`src/rtl/if_id_stage_reg_if.sv`:
```
// IF/ID stage bundle: stall/flush control, fetch-side inputs, decode-side
// outputs and debug/perf observation signals. clk/rst stay outside.
//
// Valid semantics: a word is transferred when its valid bit is high on a
// rising clock edge. if_valid marks a real fetch this cycle; there is no
// ready back to fetch. Back-pressure comes only from the stall vector, and
// a word arriving while the skid entry is occupied is dropped and flagged
// in skid_ovf. id_valid marks a real instruction in the id_* registers.
interface if_id_stage_reg_if #(
  parameter int ADDR_W  = 32,
  parameter int INST_W  = 32,
  parameter int STALL_W = 6,
  parameter int CNT_W   = 16
);
  logic [STALL_W-1:0] stall;
  logic               flush;
  logic [ADDR_W-1:0]  if_pc;
  logic [INST_W-1:0]  if_inst;
  logic               if_valid;
  logic               if_excp;
  logic [ADDR_W-1:0]  id_pc;
  logic [INST_W-1:0]  id_inst;
  logic               id_valid;
  logic               id_excp;
  logic [CNT_W-1:0]   bubble_cnt;
  logic               skid_ovf;
  logic               dbg_skid_full;

  // Controller/fetch side: drives control and fetch word, observes decode side
  modport master (
    output stall, flush, if_pc, if_inst, if_valid, if_excp,
    input  id_pc, id_inst, id_valid, id_excp, bubble_cnt, skid_ovf, dbg_skid_full
  );

  // Pipeline register side
  modport slave (
    input  stall, flush, if_pc, if_inst, if_valid, if_excp,
    output id_pc, id_inst, id_valid, id_excp, bubble_cnt, skid_ovf, dbg_skid_full
  );
endinterface

```
`src/rtl/if_id_stage_reg.sv`:
```
// IF->ID pipeline register for the openMIPS core.
// Handles stall (hold vs. bubble), flush, fetch valid/exception tagging,
// a one-entry skid buffer for the word in flight from the synchronous ROM,
// and a saturating bubble counter with sticky skid-overflow flag.
// All outputs come straight from flops; no combinational if_* -> id_* path.
module if_id_stage_reg #(
  parameter int                ADDR_W   = 32,
  parameter int                INST_W   = 32,
  parameter int                STALL_W  = 6,
  parameter int                STAGE    = 1,
  parameter logic [INST_W-1:0] NOP_INST = '0,
  parameter int                CNT_W    = 16
) (
  input logic          clk,
  input logic          rst,
  if_id_stage_reg_if.slave bus
);

  // Skid buffer occupancy is the only piece of control state
  typedef enum logic {
    SKID_EMPTY = 1'b0,
    SKID_FULL  = 1'b1
  } skid_state_t;

  // Per-cycle operating mode decoded from flush and the two stall bits
  typedef enum logic [1:0] {
    MODE_FLUSH   = 2'd0,
    MODE_ADVANCE = 2'd1,
    MODE_BUBBLE  = 2'd2,
    MODE_HOLD    = 2'd3
  } mode_t;

  skid_state_t skid_state, skid_state_nx;
  mode_t       mode;

  logic               stall_if, stall_id;
  logic               stall_unused;

  logic [ADDR_W-1:0]  id_pc_q,    id_pc_nx;
  logic [INST_W-1:0]  id_inst_q,  id_inst_nx;
  logic               id_valid_q, id_valid_nx;
  logic               id_excp_q,  id_excp_nx;

  logic [ADDR_W-1:0]  skid_pc_q,   skid_pc_nx;
  logic [INST_W-1:0]  skid_inst_q, skid_inst_nx;
  logic               skid_excp_q, skid_excp_nx;

  logic [CNT_W-1:0]   cnt_q, cnt_nx;
  logic               ovf_q, ovf_nx;

  assign stall_if = bus.stall[STAGE];
  assign stall_id = bus.stall[STAGE+1];
  // Other stages' stall bits are not ours to act on
  assign stall_unused = ^bus.stall;

  // Mode decode; stall_if=0 with stall_id=1 is illegal from ctrl and advances
  always_comb begin
    mode = MODE_ADVANCE;
    if (bus.flush) begin
      mode = MODE_FLUSH;
    end else if (!stall_if) begin
      mode = MODE_ADVANCE;
    end else if (!stall_id) begin
      mode = MODE_BUBBLE;
    end else begin
      mode = MODE_HOLD;
    end
  end

  // Skid occupancy state register
  always_ff @(posedge clk) begin
    if (rst) begin
      skid_state <= SKID_EMPTY;
    end else begin
      skid_state <= skid_state_nx;
    end
  end

  // Next-state and next-register values for decode outputs, skid and counters
  always_comb begin
    skid_state_nx = skid_state;
    id_pc_nx      = id_pc_q;
    id_inst_nx    = id_inst_q;
    id_valid_nx   = id_valid_q;
    id_excp_nx    = id_excp_q;
    skid_pc_nx    = skid_pc_q;
    skid_inst_nx  = skid_inst_q;
    skid_excp_nx  = skid_excp_q;
    cnt_nx        = cnt_q;
    ovf_nx        = ovf_q;

    case (mode)
      MODE_FLUSH: begin
        // Kill everything, including the incoming word; not a stall bubble
        id_pc_nx      = '0;
        id_inst_nx    = NOP_INST;
        id_valid_nx   = 1'b0;
        id_excp_nx    = 1'b0;
        skid_state_nx = SKID_EMPTY;
      end
      MODE_ADVANCE: begin
        if (skid_state == SKID_FULL) begin
          // Older parked word leaves first; the new word takes its place
          id_pc_nx    = skid_pc_q;
          id_inst_nx  = skid_inst_q;
          id_valid_nx = 1'b1;
          id_excp_nx  = skid_excp_q;
          if (bus.if_valid) begin
            skid_pc_nx   = bus.if_pc;
            skid_inst_nx = bus.if_inst;
            skid_excp_nx = bus.if_excp;
          end else begin
            skid_state_nx = SKID_EMPTY;
          end
        end else if (bus.if_valid) begin
          id_pc_nx    = bus.if_pc;
          id_inst_nx  = bus.if_inst;
          id_valid_nx = 1'b1;
          id_excp_nx  = bus.if_excp;
        end else begin
          // No fetch this cycle: load an uncounted bubble
          id_pc_nx    = '0;
          id_inst_nx  = NOP_INST;
          id_valid_nx = 1'b0;
          id_excp_nx  = 1'b0;
        end
      end
      MODE_BUBBLE: begin
        id_pc_nx    = '0;
        id_inst_nx  = NOP_INST;
        id_valid_nx = 1'b0;
        id_excp_nx  = 1'b0;
        if (cnt_q != {CNT_W{1'b1}}) begin
          cnt_nx = cnt_q + 1'b1;
        end
      end
      default: begin
        // MODE_HOLD: decode registers keep their contents
      end
    endcase

    // While fetch is stalled, the word already in flight from the ROM parks
    if ((mode == MODE_BUBBLE || mode == MODE_HOLD) && bus.if_valid) begin
      if (skid_state == SKID_EMPTY) begin
        skid_pc_nx    = bus.if_pc;
        skid_inst_nx  = bus.if_inst;
        skid_excp_nx  = bus.if_excp;
        skid_state_nx = SKID_FULL;
      end else begin
        ovf_nx = 1'b1;
      end
    end
  end

  // Datapath registers: decode outputs, skid payload, bubble counter, overflow flag
  always_ff @(posedge clk) begin
    if (rst) begin
      id_pc_q     <= '0;
      id_inst_q   <= NOP_INST;
      id_valid_q  <= 1'b0;
      id_excp_q   <= 1'b0;
      skid_pc_q   <= '0;
      skid_inst_q <= NOP_INST;
      skid_excp_q <= 1'b0;
      cnt_q       <= '0;
      ovf_q       <= 1'b0;
    end else begin
      id_pc_q     <= id_pc_nx;
      id_inst_q   <= id_inst_nx;
      id_valid_q  <= id_valid_nx;
      id_excp_q   <= id_excp_nx;
      skid_pc_q   <= skid_pc_nx;
      skid_inst_q <= skid_inst_nx;
      skid_excp_q <= skid_excp_nx;
      cnt_q       <= cnt_nx;
      ovf_q       <= ovf_nx;
    end
  end

  assign bus.id_pc         = id_pc_q;
  assign bus.id_inst       = id_inst_q;
  assign bus.id_valid      = id_valid_q;
  assign bus.id_excp       = id_excp_q;
  assign bus.bubble_cnt    = cnt_q;
  assign bus.skid_ovf      = ovf_q;
  assign bus.dbg_skid_full = (skid_state == SKID_FULL);

endmodule

```
`src/flat_wrapper.sv`:
```
// flat-port wrapper written by rule: the top's interface ports become plain ports
module if_id_stage_reg_flat 
#(
  parameter int                ADDR_W   = 32,
  parameter int                INST_W   = 32,
  parameter int                STALL_W  = 6,
  parameter int                STAGE    = 1,
  parameter logic [INST_W-1:0] NOP_INST = '0,
  parameter int                CNT_W    = 16
)
  (clk, rst, bus_stall, bus_flush, bus_if_pc, bus_if_inst, bus_if_valid, bus_if_excp, bus_id_pc, bus_id_inst, bus_id_valid, bus_id_excp, bus_bubble_cnt, bus_skid_ovf, bus_dbg_skid_full);
  if_id_stage_reg_if #(.ADDR_W(ADDR_W), .INST_W(INST_W), .STALL_W(STALL_W), .CNT_W(CNT_W)) bus_i ();
  input logic clk;
  input logic rst;
  input wire logic [$bits(bus_i.stall)-1:0] bus_stall;
  input wire logic [$bits(bus_i.flush)-1:0] bus_flush;
  input wire logic [$bits(bus_i.if_pc)-1:0] bus_if_pc;
  input wire logic [$bits(bus_i.if_inst)-1:0] bus_if_inst;
  input wire logic [$bits(bus_i.if_valid)-1:0] bus_if_valid;
  input wire logic [$bits(bus_i.if_excp)-1:0] bus_if_excp;
  output wire logic [$bits(bus_i.id_pc)-1:0] bus_id_pc;
  output wire logic [$bits(bus_i.id_inst)-1:0] bus_id_inst;
  output wire logic [$bits(bus_i.id_valid)-1:0] bus_id_valid;
  output wire logic [$bits(bus_i.id_excp)-1:0] bus_id_excp;
  output wire logic [$bits(bus_i.bubble_cnt)-1:0] bus_bubble_cnt;
  output wire logic [$bits(bus_i.skid_ovf)-1:0] bus_skid_ovf;
  output wire logic [$bits(bus_i.dbg_skid_full)-1:0] bus_dbg_skid_full;
  assign bus_i.stall = bus_stall;
  assign bus_i.flush = bus_flush;
  assign bus_i.if_pc = bus_if_pc;
  assign bus_i.if_inst = bus_if_inst;
  assign bus_i.if_valid = bus_if_valid;
  assign bus_i.if_excp = bus_if_excp;
  assign bus_id_pc = bus_i.id_pc;
  assign bus_id_inst = bus_i.id_inst;
  assign bus_id_valid = bus_i.id_valid;
  assign bus_id_excp = bus_i.id_excp;
  assign bus_bubble_cnt = bus_i.bubble_cnt;
  assign bus_skid_ovf = bus_i.skid_ovf;
  assign bus_dbg_skid_full = bus_i.dbg_skid_full;
  if_id_stage_reg #(.ADDR_W(ADDR_W), .INST_W(INST_W), .STALL_W(STALL_W), .STAGE(STAGE), .NOP_INST(NOP_INST), .CNT_W(CNT_W)) u_core (.clk(clk), .rst(rst), .bus(bus_i));
endmodule
```
`config.mk`:
```
export PLATFORM = sky130hd
export DESIGN_NAME = if_id_stage_reg_flat
export DESIGN_NICKNAME = d
export VERILOG_FILES = /design/src/rtl/if_id_stage_reg_if.sv /design/src/rtl/if_id_stage_reg.sv /design/src/flat_wrapper.sv
export SDC_FILE = /design/constraint.sdc
export NUM_CORES = 1
export LEC_CHECK = 0
export CORE_ASPECT_RATIO = 0.9
export CORE_MARGIN = 2
export CORE_UTILIZATION = 50
export CTS_CLUSTER_SIZE = 28
export DETAILED_ROUTE_END_ITERATION = 7
export PLACE_DENSITY = 0.78
export SETUP_SLACK_MARGIN = 0.2
export SKIP_CTS_REPAIR_TIMING = 1
export SLEW_MARGIN = 25
export SYNTH_ARGS = -nofsm -noshare
export SYNTH_HDL_FRONTEND = slang
export SYNTH_SLANG_ARGS = --single-unit
```
`constraint.sdc`:
```
create_clock -name clk -period 3.3 [get_ports clk]
set_input_delay 0.66 -clock clk [delete_from_list [all_inputs] [get_ports clk]]
set_output_delay 0.66 -clock clk [all_outputs]
set_load 0.01 [all_outputs]
```
==> Yosys cells after proc, flatten, opt, wreduce, memory -nomap -nowiden <==
Cells that the tools add are included.
{ "word_totals": {"ff_bits": 149, "out_inout_bits": 84} }
{ "op_classes": {"addsub": 1, "n_eq_ne": 4, "n_mux": 34, "reduce_logical": 7} }
{ "ops": {"columns": ["cell", "n"], "rows": [
  ["$mux 32", 14],
  ["$pmux 32 s2", 2],
  ["$add 16x1->16 const B", 1],
  ["$ne 16x16->1 const B", 1],
  ["$mux 1", 13],
  ["$pmux 1 s2", 3],
  ["$eq 2x2->1 const B", 2],
  ["$mux 2", 2],
  ["$reduce_and 2->1", 2],
  ["$eq 2x1->1 const B", 1],
  ["$logic_not 2->1", 1],
  ["$reduce_bool 2->1", 1],
  ["$reduce_or 2->1", 1],
  ["$logic_and 1x1->1", 1],
  ["$logic_or 1x1->1", 1]
]} }

==> Logic depth before layout (Yosys ltp) <==
{ "depth": {"ltp_word": 7, "depth_mapped": 7, "mapped_depth_nobuf": 5} }

==> Worst setup path after synthesis <==
Ideal clock, no wire load.
{ "synth_path": {"kind": "input -> register", "startpoint": "in bus_stall[1]", "endpoint": "reg u_core.cnt_q[10], in the netlist u_core.bus.bubble_cnt[10]", "setup_ns": 0.121, "t_arrival_ns": 1.691, "t_required_ns": 3.179, "setup_slack_ns": 1.488, "stages": 5, "cell_sequence": "buf_4 and4bb_4 nand2_1 nor4_1 mux2_2"} }
{ "synth_via": {"elab_chain_cells": 4} }
{ "synth_rtl": {"columns": ["item", "line", "text"], "rows": [
  ["start, declared", "flat_wrapper.sv:15", "input wire logic [$bits(bus_i.stall)-1:0] bus_stall;"],
  ["$mux 2", "if_id_stage_reg.sv:61", "end else if (!stall_if) begin"],
  ["$mux 2", "if_id_stage_reg.sv:59", "if (bus.flush) begin"],
  ["$eq 2x2->1", "if_id_stage_reg.sv:92", "case (mode)"],
  ["$reduce_and 2->1 (no source line)", null, null],
  ["end signal, assigned", "if_id_stage_reg.sv:175", "cnt_q <= cnt_nx;"],
  ["end, declared", "if_id_stage_reg.sv:48", "logic [CNT_W-1:0] cnt_q, cnt_nx;"]
]} }
Every way passes these cells.
A chain may end at the register's enable or synchronous reset.

==> Worst setup path after layout <==
{ "layout_path": {"startpoint": "in bus_flush", "endpoint": "reg u_core.id_pc_q[14], in the netlist u_core.bus.id_pc[14]"} }
{ "layout_via": {"elab_chain_cells": 4, "elab_cells_between_ends": 7} }
{ "layout_rtl": {"columns": ["item", "line", "text"], "rows": [
  ["start, declared", "flat_wrapper.sv:16", "input wire logic [$bits(bus_i.flush)-1:0] bus_flush;"],
  ["$mux 2 (*)", "if_id_stage_reg.sv:59", null],
  ["$eq 2x2->1 or $logic_not 2->1 (tied branches)", "if_id_stage_reg.sv:92", null],
  ["$reduce_or 2->1 (no source line)", null, null],
  ["$pmux 32 s2 or $reduce_bool 2->1 (tied branches)", null, null],
  ["end signal, assigned", "if_id_stage_reg.sv:168", "id_pc_q <= id_pc_nx;"],
  ["end, declared", "if_id_stage_reg.sv:39", "logic [ADDR_W-1:0] id_pc_q, id_pc_nx;"]
]} }
Every way passes the cells marked *; elsewhere a longest branch is shown, timed or not.

==> impl_metrics.yaml <==
run_status:
  outcome: "finished, final reports clean"
route:
  vias: 5695
  via_per_inst: 5.79
  drtPass1Iterations: 6
  drt_iter0_drc: 533
  wirelength_um: 16500
  drc: 0
  drt-wirelength-per-cell_um: 16.8
  ant_nets: 0
synth:
  synth_cells: 692
  synth_seq_cells: 149
  synthMostInstantiatedCell: "dfxtp_1"
  netlist_area_um2: 5940
  synth.top_cell.area_share: 0.502
  synth_edf_count: 0
  synth_nets: 768
  yosys.area.top_type: "dfxtp_1"
  yosys_warnings: 0
  yosysUniqueCellTypes: 36
  syn_avg_cell_area_um2: 8.59
  synth_common_cells: "dfxtp_1 (149), nand2_1 (140), a21oi_1 (78)"
  synth_area_leaders: "dfxtp_1 (50%), a22o_1 (9.4%), nand2_1 (8.8%), a22oi_1 (8.2%), a21oi_1 (6.6%)"
  synth.yosys.seq_area_share: 0.502
  synth_ff_type: "dfxtp_1"
  synthArstFlopShare: 0
timing:
  finalHoldViolCount: 0
  finalSetupViolCount: 0
  rsz0062_at_grt: "false"
  slew_headroom: 0.511
  worstMarginPinSlew_ns: 0.733
  finalSetupTns_ns: 0
  fmax_ghz: 0.455
  fin_crit_sh: 0.666
  setup_ws_ns: 1.10
  slew_violations: 0
  clock_skew_ns: 0.00508
  min_period_ns: 2.20
cells_and_area:
  syn_to_final_growth_pct: 35.9
  multi_input_area_um2: 2720
  nets: 894
  antenna_cells: 0
  fin_area_um2: 8080
  final_layout_size_suffix_gt1_frac: 0.0665
  n_fill_cell: 878
  regArea_um2: 2980
die:
  initial_utilization: 0.515
  rows: 37
  core_um2: 11500
  die_h_um: 107
  num_io_pins: 159
  die_area_um2: 12800
  dieWidth_um: 119
placement:
  dpl_worst_slack_ns: 0.660
  io_buffers: 154
  placed_area_um2: 7580
  place_congestion: 0.782
  dp_hpwl_um: 10600
global_routing:
  grt_pass1_vias: 5334
  overflow: 0
  grt_pass1_wl_um: 26300
  grt_max_degree: 69
  grt_usage: 0.255
  antenna_found_initial: 0
worst_hold_path:
  hold_depth: 2
  min_path_type: "reg2reg"
worst_setup_path:
  r2r_cells: 6
  criticalPathCategory: "in2reg"
  start_kind: "input pin"
  cp.required_ns: 3.65
  crit_path_end_kind: "flop"
  path_max_fanout: 25
  arrival_ns: 2.55
cts:
  root_buffer: "clkbuf_16"
  clk_pin_slew_ns: 0.06
  clock-sinks: 149
  cts_buffers: 17
  cts_buffer_depth: 2
  clk_latency_ns: 0.42
  htree_num_levels: 4
  tritoncts: "done"
power:
  power_density_nw_per_um2: 486
  ir_drop_mv: 0.385
  power_leakage_nw: 2.92
run:
  cap_violations: 0
[sequential cells by signal, indices dropped and copies added, names as in the netlist]
| name | count |
|---|---|
| u_core.bus.bubble_cnt | 16 |
| u_core.bus.dbg_skid_full | 1 |
| u_core.bus.id_inst | 32 |
| u_core.skid_inst_q | 32 |
| u_core.skid_excp_q | 1 |
| u_core.bus.id_valid | 1 |
| u_core.bus.skid_ovf | 1 |
| u_core.skid_pc_q | 32 |
| u_core.bus.id_pc | 32 |
| u_core.bus.id_excp | 1 |
[where the power goes]
part	internal, mW	switching [mW]
clock	0.974	0.699
combinational	0.182	0.197
sequential	1.85	0.0251
[layout by cell type, fill, tap and decap left out, types with 2 or more instances in the layout]
| master | n |
|---|---|
| clkdlybuf4s50_1 | 153 |
| dfxtp_1 | 148 |
| nand2_1 | 140 |
| a21oi_1 | 78 |
| nor2_1 | 70 |
| a22oi_1 | 65 |
| a22o_1 | 64 |
| clkbuf_16 | 17 |
| buf_4 | 14 |
| o21ai_0 | 8 |
| or4_1 | 6 |
| o31ai_1 | 6 |
| or3_1 | 6 |
| clkinv_2 | 5 |
| nand3_1 | 4 |
| and3_1 | 3 |
| clkbuf_1 | 3 |
| inv_1 | 2 |
| xor2_1 | 2 |
| and3_2 | 2 |
| nand3_2 | 2 |
| nand4_2 | 2 |
| nand4_1 | 2 |
| nor4_1 | 2 |
| a211oi_1 | 2 |
| clkbuf_8 | 2 |
| buf_12 | 2 |
[routing by layer]
layer,share of wire,vias to the layer above,track usage,wire length [um]
li1,-,2710,-,-
met1,0.44,2789,0.326,7240
met2,0.50,172,0.423,8210
met3,0.050,24,0.0556,831
met4,0.016,0,0.0969,266
met5,0,-,0,0
[kinds of logic after synthesis]
logic type                 Yosys count  share of synthesized area
AOI/OAI and AO/OA                  227                      0.268
muxes                                2                    0.00358
and+or+nand+nor                    247                      0.177
adders and majority gates            1                    0.00211
buffers and inverters               64                     0.0446
DFF                                149                      0.502
xor gates and xnor gates             2                    0.00295
[through the flow]
stage,instances,total power [mW],utilization,hold slack (ns)
2_1_floorplan,692,2.10,-,0.436
3_3_place_gp,955,2.27,0.658,0.441
3_5_place_dp,955,2.29,0.658,0.449
4_1_cts,983,3.94,0.701,0.457
5_1_grt,983,4.05,0.701,0.472
6_report,983,3.92,0.701,0.454
[area by class of cell]
| class | count | area share |
|---|---|---|
| clock inverter | 6 | 0.00403 |
| tap | 156 | 0.0242 |
| timing repair buffer | 169 | 0.208 |
| inverter | 2 | 0.000930 |
| sequential | 149 | 0.369 |
| clock buffer | 22 | 0.0575 |
| multi-input combinational | 479 | 0.336 |
[worst max-delay path, cell delays in order]
cell	delay (ns)
clkdlybuf4s50_1	0.55
inv_1	0.18
and3_2	0.58
buf_4	0.32
a22oi_1	0.11
nor2_1	0.12
[path summary, 6_finish.rpt]
| kind | start | endpoint | slack (ns) |
|---|---|---|---|
| worst min-delay path | u_core.skid_inst_q[19] | u_core.skid_inst_q[19] | 0.45 |
| worst max register to register | u_core.bus.dbg_skid_full | u_core.skid_inst_q[21] | 1.35 |
| worst max-delay path | bus_flush | u_core.bus.id_pc[14] | 1.10 |
| worst min register to register | u_core.skid_inst_q[19] | u_core.skid_inst_q[19] | 0.45 |
Note: power is estimated with default switching activity, not from simulation.
